**config.mk**
```make
export PLATFORM = sky130hd
export DESIGN_NAME = hazard_scoreboard
export DESIGN_NICKNAME = d
export VERILOG_FILES = /design/src/rtl/hazard_scoreboard.sv
export SDC_FILE = /design/constraint.sdc
export NUM_CORES = 1
export LEC_CHECK = 0
export ABC_AREA = 1
export CAP_MARGIN = 25
export CORE_ASPECT_RATIO = 0.6
export CORE_MARGIN = 1.5
export CORE_UTILIZATION = 48
export CTS_CLUSTER_DIAMETER = 60
export DETAILED_ROUTE_END_ITERATION = 16
export PLACE_DENSITY_LB_ADDON = 0.3
export SLEW_MARGIN = 5
export SYNTH_ARGS = -nofsm -noshare
export SYNTH_HDL_FRONTEND = slang
export SYNTH_SLANG_ARGS = --single-unit
export TNS_END_PERCENT = 5
```
**constraint.sdc**
```tcl
create_clock -name clk_i -period 1.7 [get_ports clk_i]
set_input_delay 0.34 -clock clk_i [delete_from_list [all_inputs] [get_ports clk_i]]
set_output_delay 0.34 -clock clk_i [all_outputs]
set_load 0.005 [all_outputs]
```
**src/rtl/hazard_scoreboard.sv**
```systemverilog
// hazard_scoreboard
//   Tracks in-flight register writers and detects read-after-write hazards
//   for the in-order pipeline. Entry 0 is EXE and entry DEPTH-1 is WB. The
//   register file does not write through, so a writer in WB still blocks a
//   reader. When an instruction cannot issue, the unit stalls decode and
//   inserts a bubble. A taken branch kills the youngest entries. Stall
//   cycles are counted by a saturating counter.
//
//   Build option: define HAZARD_FWD_EN to select a forwarding source per
//   operand instead of stalling whenever that source is ready.
//
// Ports
//   clk_i, rstn_i           clock, synchronous active-low reset
//   issue_valid_i           decode holds a valid instruction
//   rs1/rs2_addr_i, _used_i source operands and their read enables
//   rd_addr_i, rd_we_i      destination of the issuing instruction
//   late_i                  result is produced late (load)
//   flush_i                 taken branch, kill the younger instructions
//   stall_o                 hold fetch/decode and insert a bubble
//   issue_fire_o            instruction enters entry 0 on this edge
//   fwd_rs1/rs2_sel_o       0 = regfile, k = entry k-1
//   busy_o                  at least one valid entry is present
//   stall_count_o           saturating count of stall cycles
module hazard_scoreboard #(
  parameter int DEPTH          = 3,
  parameter int AW             = 5,
  parameter int FLUSH_STAGES   = 2,
  parameter int ALU_FWD_STAGE  = 1,
  parameter int LOAD_FWD_STAGE = 2,
  parameter int CNT_W          = 32
) (
  input  logic                         clk_i,
  input  logic                         rstn_i,
  input  logic                         issue_valid_i,
  input  logic [AW-1:0]                rs1_addr_i,
  input  logic [AW-1:0]                rs2_addr_i,
  input  logic                         rs1_used_i,
  input  logic                         rs2_used_i,
  input  logic [AW-1:0]                rd_addr_i,
  input  logic                         rd_we_i,
  input  logic                         late_i,
  input  logic                         flush_i,
  output logic                         stall_o,
  output logic                         issue_fire_o,
  output logic [$clog2(DEPTH+1)-1:0]   fwd_rs1_sel_o,
  output logic [$clog2(DEPTH+1)-1:0]   fwd_rs2_sel_o,
  output logic                         busy_o,
  output logic [CNT_W-1:0]             stall_count_o
);

  localparam int SELW = $clog2(DEPTH+1);

  logic [DEPTH-1:0] valid_q, valid_d;
  logic [DEPTH-1:0] late_q, late_d;
  logic [AW-1:0]    rd_q [DEPTH];
  logic [AW-1:0]    rd_d [DEPTH];
  logic [CNT_W-1:0] stall_cnt_q, stall_cnt_d;

  logic [DEPTH-1:0] rs1_hit, rs2_hit;
  logic             rs1_haz, rs2_haz;

  // An entry is only ever valid when it writes a non-zero rd, so a valid
  // entry whose rd matches is always a real writer.
  always_comb begin
    for (int i = 0; i < DEPTH; i++) begin
      rs1_hit[i] = valid_q[i] && rs1_used_i && (rs1_addr_i != '0) && (rd_q[i] == rs1_addr_i);
      rs2_hit[i] = valid_q[i] && rs2_used_i && (rs2_addr_i != '0) && (rd_q[i] == rs2_addr_i);
    end
  end

`ifdef HAZARD_FWD_EN
  // Returns {hazard, sel}. The scan runs from oldest to youngest, so the
  // youngest hit decides. An older entry that is ready cannot hide a younger
  // one that is not ready.
  function automatic logic [SELW:0] fwd_pick(input logic [DEPTH-1:0] hit,
                                             input logic [DEPTH-1:0] late);
    logic            haz;
    logic [SELW-1:0] sel;
    haz = 1'b0;
    sel = '0;
    for (int i = DEPTH-1; i >= 0; i--) begin
      if (hit[i]) begin
        if (i >= (late[i] ? LOAD_FWD_STAGE : ALU_FWD_STAGE)) begin
          haz = 1'b0;
          sel = SELW'(i + 1);
        end else begin
          haz = 1'b1;
          sel = '0;
        end
      end
    end
    return {haz, sel};
  endfunction

  always_comb begin
    {rs1_haz, fwd_rs1_sel_o} = fwd_pick(rs1_hit, late_q);
    {rs2_haz, fwd_rs2_sel_o} = fwd_pick(rs2_hit, late_q);
  end
`else
  logic unused_fwd;

  assign rs1_haz       = |rs1_hit;
  assign rs2_haz       = |rs2_hit;
  assign fwd_rs1_sel_o = '0;
  assign fwd_rs2_sel_o = '0;
  // Without forwarding, the late flag and the forwarding stages are unused.
  assign unused_fwd    = ^{late_q, (ALU_FWD_STAGE > LOAD_FWD_STAGE)};
`endif

  assign stall_o       = issue_valid_i && (rs1_haz || rs2_haz) && !flush_i;
  assign issue_fire_o  = issue_valid_i && !stall_o && !flush_i;
  assign busy_o        = |valid_q;
  assign stall_count_o = stall_cnt_q;

  always_comb begin
    valid_d[0] = issue_fire_o && rd_we_i && (rd_addr_i != '0);
    rd_d[0]    = rd_addr_i;
    late_d[0]  = late_i;
    for (int i = 1; i < DEPTH; i++) begin
      valid_d[i] = valid_q[i-1];
      rd_d[i]    = rd_q[i-1];
      late_d[i]  = late_q[i-1];
    end
    // The flush kills the youngest entries after they shift in. Older
    // entries keep draining toward WB.
    for (int i = 0; i < DEPTH; i++) begin
      if (flush_i && (i < FLUSH_STAGES)) valid_d[i] = 1'b0;
    end

    stall_cnt_d = stall_cnt_q;
    if (stall_o && (stall_cnt_q != '1)) stall_cnt_d = stall_cnt_q + 1'b1;
  end

  always_ff @(posedge clk_i) begin
    if (!rstn_i) begin
      valid_q     <= '0;
      late_q      <= '0;
      stall_cnt_q <= '0;
      for (int i = 0; i < DEPTH; i++) rd_q[i] <= '0;
    end else begin
      valid_q     <= valid_d;
      late_q      <= late_d;
      rd_q        <= rd_d;
      stall_cnt_q <= stall_cnt_d;
    end
  end

endmodule

```
* After elaboration in Yosys (flattened, before gate mapping)
Index checks and enable logic that the tools add are counted.
** Word-level totals
- Flip-flop bits (word level) :: 50
- Output and inout port bits :: 39
- Bits of input ports :: 23
** Operators by class
- Reductions and logical operators :: 35
- Add/subtract/negate cells :: 1
- Bitwise gates (word level) :: 1
- Equality and inequality tests :: 7
** Operators by type and width (count)
- 32-bit by 1-bit adder with 32-bit output (second input constant) :: 1
- 32-bit inequality test (second input constant) :: 1
- 5-bit == test :: 6
- 1-bit logical AND :: 25
- 5-bit nonzero test :: 3
- 3-bit OR reduction :: 3
- 1-bit zero test :: 2
- 2-bit OR reduction :: 1
- 1-bit logical OR :: 1
- 1-bit inverter :: 1

* Depth between registers and ports, before layout
- Word-level depth :: 12
- Gate-level depth with buffers :: 12
- Depth with buffers taken out :: 12

* Least setup slack after synthesis
No wires, ideal clock.
- Kind :: register to register
- Start point :: reg stall_cnt_q[0], in the netlist stall_count_o[0]
- End point :: reg stall_cnt_q[26], in the netlist stall_count_o[26]
- Required time :: 1630 ps
- Stages on the path, launching flop included :: 11
- Data arrival time :: 1716 ps
- Setup time :: 70 ps
- Path slack :: -86 ps
- Path through :: dfxtp_1 -> ha_1 -> nand2_2 -> nor2_4 -> nand3b_1 -> nor3_1 -> nand4_1 -> nand3_2 -> buf_6 -> nand2_1 -> a21oi_1
** Between the ends
- Longest elaborated chain between the ends :: 2
- Elaborated cells on any way between the ends :: 3
- Those cells by class :: add/sub (1); eq/ne (1); reduce/logical (1)
** Ends and longest elaborated chain
- from (decl) :: line 57 : logic [CNT_W-1:0] stall_cnt_q, stall_cnt_d;
- from (signal assigned) :: line 144 : stall_cnt_q <= stall_cnt_d;
- parallel branches: the longest is 2 deep, another holds 32-bit by 1-bit adder with 32-bit output
Parallel ways; which one is timed is not known.
A chain may end at the register's enable or synchronous reset.

* Final worst setup path
- Start point :: reg rd_q, in the netlist rd_d[0]
- End point :: out issue_fire_o
** Between the ends
- Longest elaborated chain between the ends :: 9
- Elaborated cells on any way between the ends :: 12
- Those cells by class :: eq/ne (2); reduce/logical (10)
** Ends and longest elaborated chain
- from (decl) :: line 55 : logic [AW-1:0] rd_q [DEPTH];
- from (signal assigned) :: line 143 : rd_q <= rd_d;
- 5-bit == test (on tied branches) :: line 66, 67
- 1-bit logical AND (on tied branches) :: line 66, 67
- 3-bit OR reduction (on tied branches) :: line 102, 103
- 1-bit logical OR (*) :: line 110 : assign stall_o = issue_valid_i && (rs1_haz || rs2_haz) && !flush_i;
- 1-bit logical AND (*) (2 in a row) :: line 110
- 1-bit zero test (*) :: line 111 : assign issue_fire_o = issue_valid_i && !stall_o && !flush_i;
- 1-bit logical AND (*) (2 in a row) :: line 111
- to (decl) :: line 44 : output logic issue_fire_o,
Every way passes the cells marked *; elsewhere a longest branch is shown, timed or not.

==> results.yml <==
run_status:
  status: "finished with violations"
  violations: "setup timing"
detailed_routing:
  drc: 0
  drtIter0Drc: 537
  avgViaCountPerCell: 5.40
  drt_pass1_iterations: 5
  highest_layer: "met4"
  wl_um: 12700
  dr_wl_met3_um: 1520
  wl_met2_um: 4660
  wl_met1_um: 6350
  num_vias: 4205
  antenna_left: 0
  wire_per_inst_um: 16.3
setup_path:
  critPathArrivalTime_ns: 1.59
  worst_setup_path_end_kind: "output pin"
  cp_slowest_stage_delay_ns: 0.36
  critPathLaunchType: "flip-flop"
  path_class: "flip-flop to output pin"
  cp_num_buf_inv: 4
  cp_max_fo: 4
  path_cells: "inv_1 > nand2_1 > nand2_2 > nor2_2 > nand3_2 > nand3_2 > nand2_2 > buf_4 > nand3_4 > inv_2 > buf_2"
  cp_top_family: "simple AND/OR/NAND/NOR gates"
  cp_slowest_cell: "dfxtp_2"
  worstPathRequired_ns: 1.36
  r2r_slack_ns: -0.19
grt:
  grt_pass1_wl_um: 19300
  grt_max_degree: 31
  grt_antenna_before_repair: 0
  grt-ovfl-total: 0
  grt_pass1_vias: 3665
  track_usage_pct: 35.9
floorplan:
  fp.dieW_um: 110
  dieArea_mm2: 0.00736
  row_count: 23
  pin_count: 62
  start_util_pct: 49.4
  die_h_um: 67.1
  core_mm2: 0.00665
sta:
  setup_violations: 34
  period_share_pct: 113
  rsz0062_at_grt: "true"
  clock_skew_ns: 0.00438
  setup_slack_ns: -0.226
  finalHoldViolations: 0
  max_freq_mhz: 519
  min_period_ns: 1.93
  slew_violations: 0
layout:
  antennaDiodeCount: 0
  utilization_pct: 73.8
  most-common-layout-cells: "nand2_1 (194), buf_4 (75), inv_1 (62), nor2_1 (51), clkdlybuf4s50_1 (39)"
  seqCellArea_mm2: 0.00105
  drive_gt1_share_pct: 25.5
  multi_input_comb_area_mm2: 0.00209
  layout_commonest_cell: "nand2_1"
  n_fill_cell: 558
  fin_nets: 714
  syn2layout_area_growth_pct: 49.4
cts:
  cts_buffer_depth: 2
  htree_levels: 2
  cts_sinks: 50
  cts_tree: "done"
  clock_latency_ns: 0.29
  clock-root-buffer: "clkbuf_16"
  cts_buffers: 5
  clk_transition_reported_paths_ns: 0.07
synth:
  avgSynthCellArea_um2: 5.87
  netlist_area_mm2: 0.00328
  yosysWarnings: 0
  yosysUniqueCellTypes: 25
  yosys_register_bits: 50
  ys_seq_area_share_pct: 30.5
  synthCells: 559
place:
  dp.final_hpwl_um: 9440
  gp_congestion: 1.07
  portBuffers: 56
worst_hold_path:
  hold_path_class: "flip-flop to flip-flop"
power_and_ir_drop:
  p_leak_nw: 2.27
  p_per_area_mw_per_mm2: 521
  vdd_drop_max_uv: 483
  totalPowerFinal_w: 0.00256
run:
  cap_violations: 0
-- path summary, 6_finish.rpt --
kind | depth (start not counted) | start | end
setup reg to reg | 15 | rd_d[0] | stall_count_o[1]
hold / removal | 2 | rd_d[5] | rd_d[0]
hold reg to reg | 2 | rd_d[5] | rd_d[0]
setup / recovery | 11 | rd_d[0] | issue_fire_o
-- layer usage --
metal  up-vias  GRT usage, %
li1       2011             -
met1      1936          57.0
met2       242          45.0
met3        16          11.2
met4         0          6.66
met5         -             0
-- tightest hold or removal path: stages (launching register included) --
cell and delay, ns:
dfxtp_2 0.34, nand2_1 0.06, inv_1 0.03
-- stage by stage --
stage | TNS (ns) | instances | worst slack, ns | instance area, um^2 | hold WS [ns]
floorplan | 0 | 562 | 0.0517 | 3310 | 0.416
global placement | -29.03 | 767 | -0.966 | 4510 | 0.453
detailed placement | -28.70 | 767 | -0.941 | 4510 | 0.463
CTS | -5.72 | 778 | -0.228 | 4810 | 0.462
global route | -9.15 | 778 | -0.340 | 4900 | 0.479
finish | -5.20 | 778 | -0.226 | 4900 | 0.462
-- power by group --
part           switching [W]  internal, W  leakage (nW)
Sequential         0.0000202      0.00118         0.417
Combinational       0.000173     0.000122          1.78
Clock               0.000469     0.000592        0.0770
-- layout make-up --
class,instances,area share (%)
Inverter,71,5.49
Multi-Input combinational cell,420,42.7
Clock inverter,2,0.357
Clock buffer,6,2.83
Tap cell,87,2.22
Sequential cell,50,21.3
Timing Repair Buffer,142,25.1
-- kinds of logic after synthesis --
group,after synthesis,share of synthesized area (%)
XOR/XNOR,19,5.07
other,1,0.114
flip-flops,50,30.5
AO/OA/AOI/OAI,34,5.26
adder cells (fa/ha/maj),1,0.381
buffers and inverters,92,11.7
AND/OR/NAND/NOR,362,47.0
-- sequential cells by signal (all words and copies together) (netlist names) --
register	flops
stall_count_o	32
rd_q	5
rd_d	10
valid_q	3
-- synthesized netlist by cell type --
cell type,instances,area share (%)
inv_1,71,8.1
nand2_1,211,24
nor4_1,1,0.19
nor2_1,64,7.3
nor3b_1,1,0.23
a211oi_1,1,0.23
nor3_1,15,2.3
o21ai_0,3,0.46
clkbuf_1,13,1.5
xnor2_1,5,1.3
buf_4,4,0.92
conb_1,1,0.11
ha_1,1,0.38
or3_1,1,0.19
xor2_1,14,3.7
a21oi_1,30,4.6
buf_6,3,1.0
buf_2,1,0.15
nand3_1,26,4.0
dfxtp_1,50,30
nor2_4,1,0.34
nand3b_1,5,1.1
nand4_1,35,6.7
nand3_2,1,0.31
nand2_2,1,0.19
-- timing repair --
| item | 4_1_cts | 5_1_grt |
|---|---|---|
| endpoints found under the setup margin | 38 | 40 |
| setup buffers | 3 | 0 |
| pin swaps | 13 | 11 |
| hold buffers | 0 | 0 |
| gates resized for setup | 79 | 54 |
Power figures use the tool's default switching activity.
==> variant, RTL diff (config.mk and constraints unchanged) <==
Put one more register stage on the output `stall_count_o`, cleared by the reset. The value now appears one clock later. The other outputs are not delayed to match. Comments in the files are not updated.
--- a/src/rtl/hazard_scoreboard.sv
+++ b/src/rtl/hazard_scoreboard.sv
@@ -110,7 +110,13 @@
   assign stall_o       = issue_valid_i && (rs1_haz || rs2_haz) && !flush_i;
   assign issue_fire_o  = issue_valid_i && !stall_o && !flush_i;
   assign busy_o        = |valid_q;
-  assign stall_count_o = stall_cnt_q;
+  always_ff @(posedge clk_i) begin
+    if (!rstn_i) begin
+      stall_count_o <= '0;
+    end else begin
+      stall_count_o <= stall_cnt_q;
+    end
+  end
 
   always_comb begin
     valid_d[0] = issue_fire_o && rd_we_i && (rd_addr_i != '0);
Behaviour: not the same (Yosys sat finds a counterexample within 4 cycles, from zero or initial values and one cycle with rstn_i low).
==> variant against the unedited design <==
- the flow still finishes with violations (negative setup slack)
- design area rose by 17%
- non-clock buffer count down 16
- cell count increased by 15%
- routed wire length down 1.1%
- worst setup slack got worse by 110 ps
- sequential cell count rose by 32
- total power is 63% higher
- area after synthesis rose by 28%
- critical endpoint is now stall_o
- largest power group unchanged
==> variant: results (changes against the unedited design) <==
final hold slack=451.3 ps (-10.53 ps); Int Power=3.195 mW (+69%); worst-case clock buffer depth=2 (unchanged); grt met2 use=0.3444 (-0.1059); final worst slack=-334.5 ps (-108.2 ps); first-pass GRT wire length=19,890 um (+2.9%); CP Data Arrival Time=1690 ps (+100 ps); met3 Use GR=0.08009 (-0.03146); Post-CTS Setup Bufs=2 (-1); Hold Crit Endpoint=rd_q[2]; Final setup viols=34 (unchanged); worst setup path endpoint=stall_o; gr usage total=0.2871 (-0.07176); PD cells=728.2 mW/mm^2 (+40%); Routability Congestion=0.9543 (-11%); Avg Vias per Cell=4.966 (-8.1%); Clock Latency Late Sink=340 ps (+50 ps); final non-filler cell total=892 (+15%); metal3 WL=1262 um (-17%); # fillers=752 (+35%); initial antenna violation count=0 (unchanged); DP HPWL=9577 um (+1.5%); outcome=finished, violations left; CTS buffer count=9 (+4); nets@finish=799 (+12%); Reg-to-Reg Start=rd_d[1]; R2R cell count=14 (-1); final wirelength=12,510 um (-1.1%); sequential share of the synthesized area=0.3911 (+0.08606); CTS HTree Levels=3 (+1); largest net degree at the start of global routing=41 (+32%); Comb. pwr=0.276 mW (-6%); layout cells sized above 1=0.1654 (-0.08932); r2r endpoint=stall_cnt_q[16]; number of instances in the placed design=874 (+14%); peak supply drop=533.4 uV (+10%); failing checks=negative setup slack; top post-synthesis cells by area=dfxtp_1 39%, nand2_1 22%, inv_1 8.9%, nor2_1 6.3%, nand4_1 5.1%; post-cts resize count=58 (-27%); vias in the first global route=3,814 (+4.1%); internal reg-to-reg setup slack=-280 ps (-90 ps); Commonest cells post-synth=247 x nand2_1, 100 x inv_1, 82 x dfxtp_1; met1 Use GR=0.4780 (-0.09196); Starting DRT DRC Count=521 (-3.0%); hold_sp=rd_d[2]; dpl cell area=0.005310 sq mm (+18%); routed wl met2=4365 um (-6.3%); Unique masters post-synth=27 (+8.0%); clock skew=6.820 ps (+2.436 ps); Mean Syn Cell Area=6.351 sq um (+8.2%); slowest stage delay, CP=340 ps (-20 ps); Setup WS pre-CTS=-1011 ps (-70.35 ps); LEAKAGE=2.795 nW (+23%); wire length on met1=6778 um (+6.7%); DR pass1 iterations=7 (+2); TNS Setup=-9028 ps (-3828 ps)
variant: cell types whose count changed after synthesis, sizes merged, moves of 2 or more:
cell,before,now
clkbuf,13,15
nand2,212,248
nor2,65,73
nand3,27,21
dfxtp,50,82
inv,71,100
buf,8,11
nor3,15,11
variant: kinds of logic (layout without fill, tap and decap cells):
family | after synthesis | count (layout) | share of synthesized area
fa+ha+maj | 1 | 1 | 0.002980
compound gates | 35 | 35 | 0.04232
simple gates | 396 | 396 | 0.3982
flops | 82 | 82 | 0.3911
buf+inv | 126 | 242 | 0.1228
other cells | 1 | 4 | 0.0008933
xor+xnor | 20 | 20 | 0.04173
variant: cell type report:
class                           count  area [sq um]  area share
Multi-Input combinational cell    456          2137      0.3740
Sequential cell                    82          1662      0.2908
Tap cell                          112         140.1     0.02452
Clock buffer                       11         232.7     0.04073
Timing Repair Buffer              126          1105      0.1933
Inverter                          100         375.4     0.06569
Clock inverter                      5         62.56     0.01095
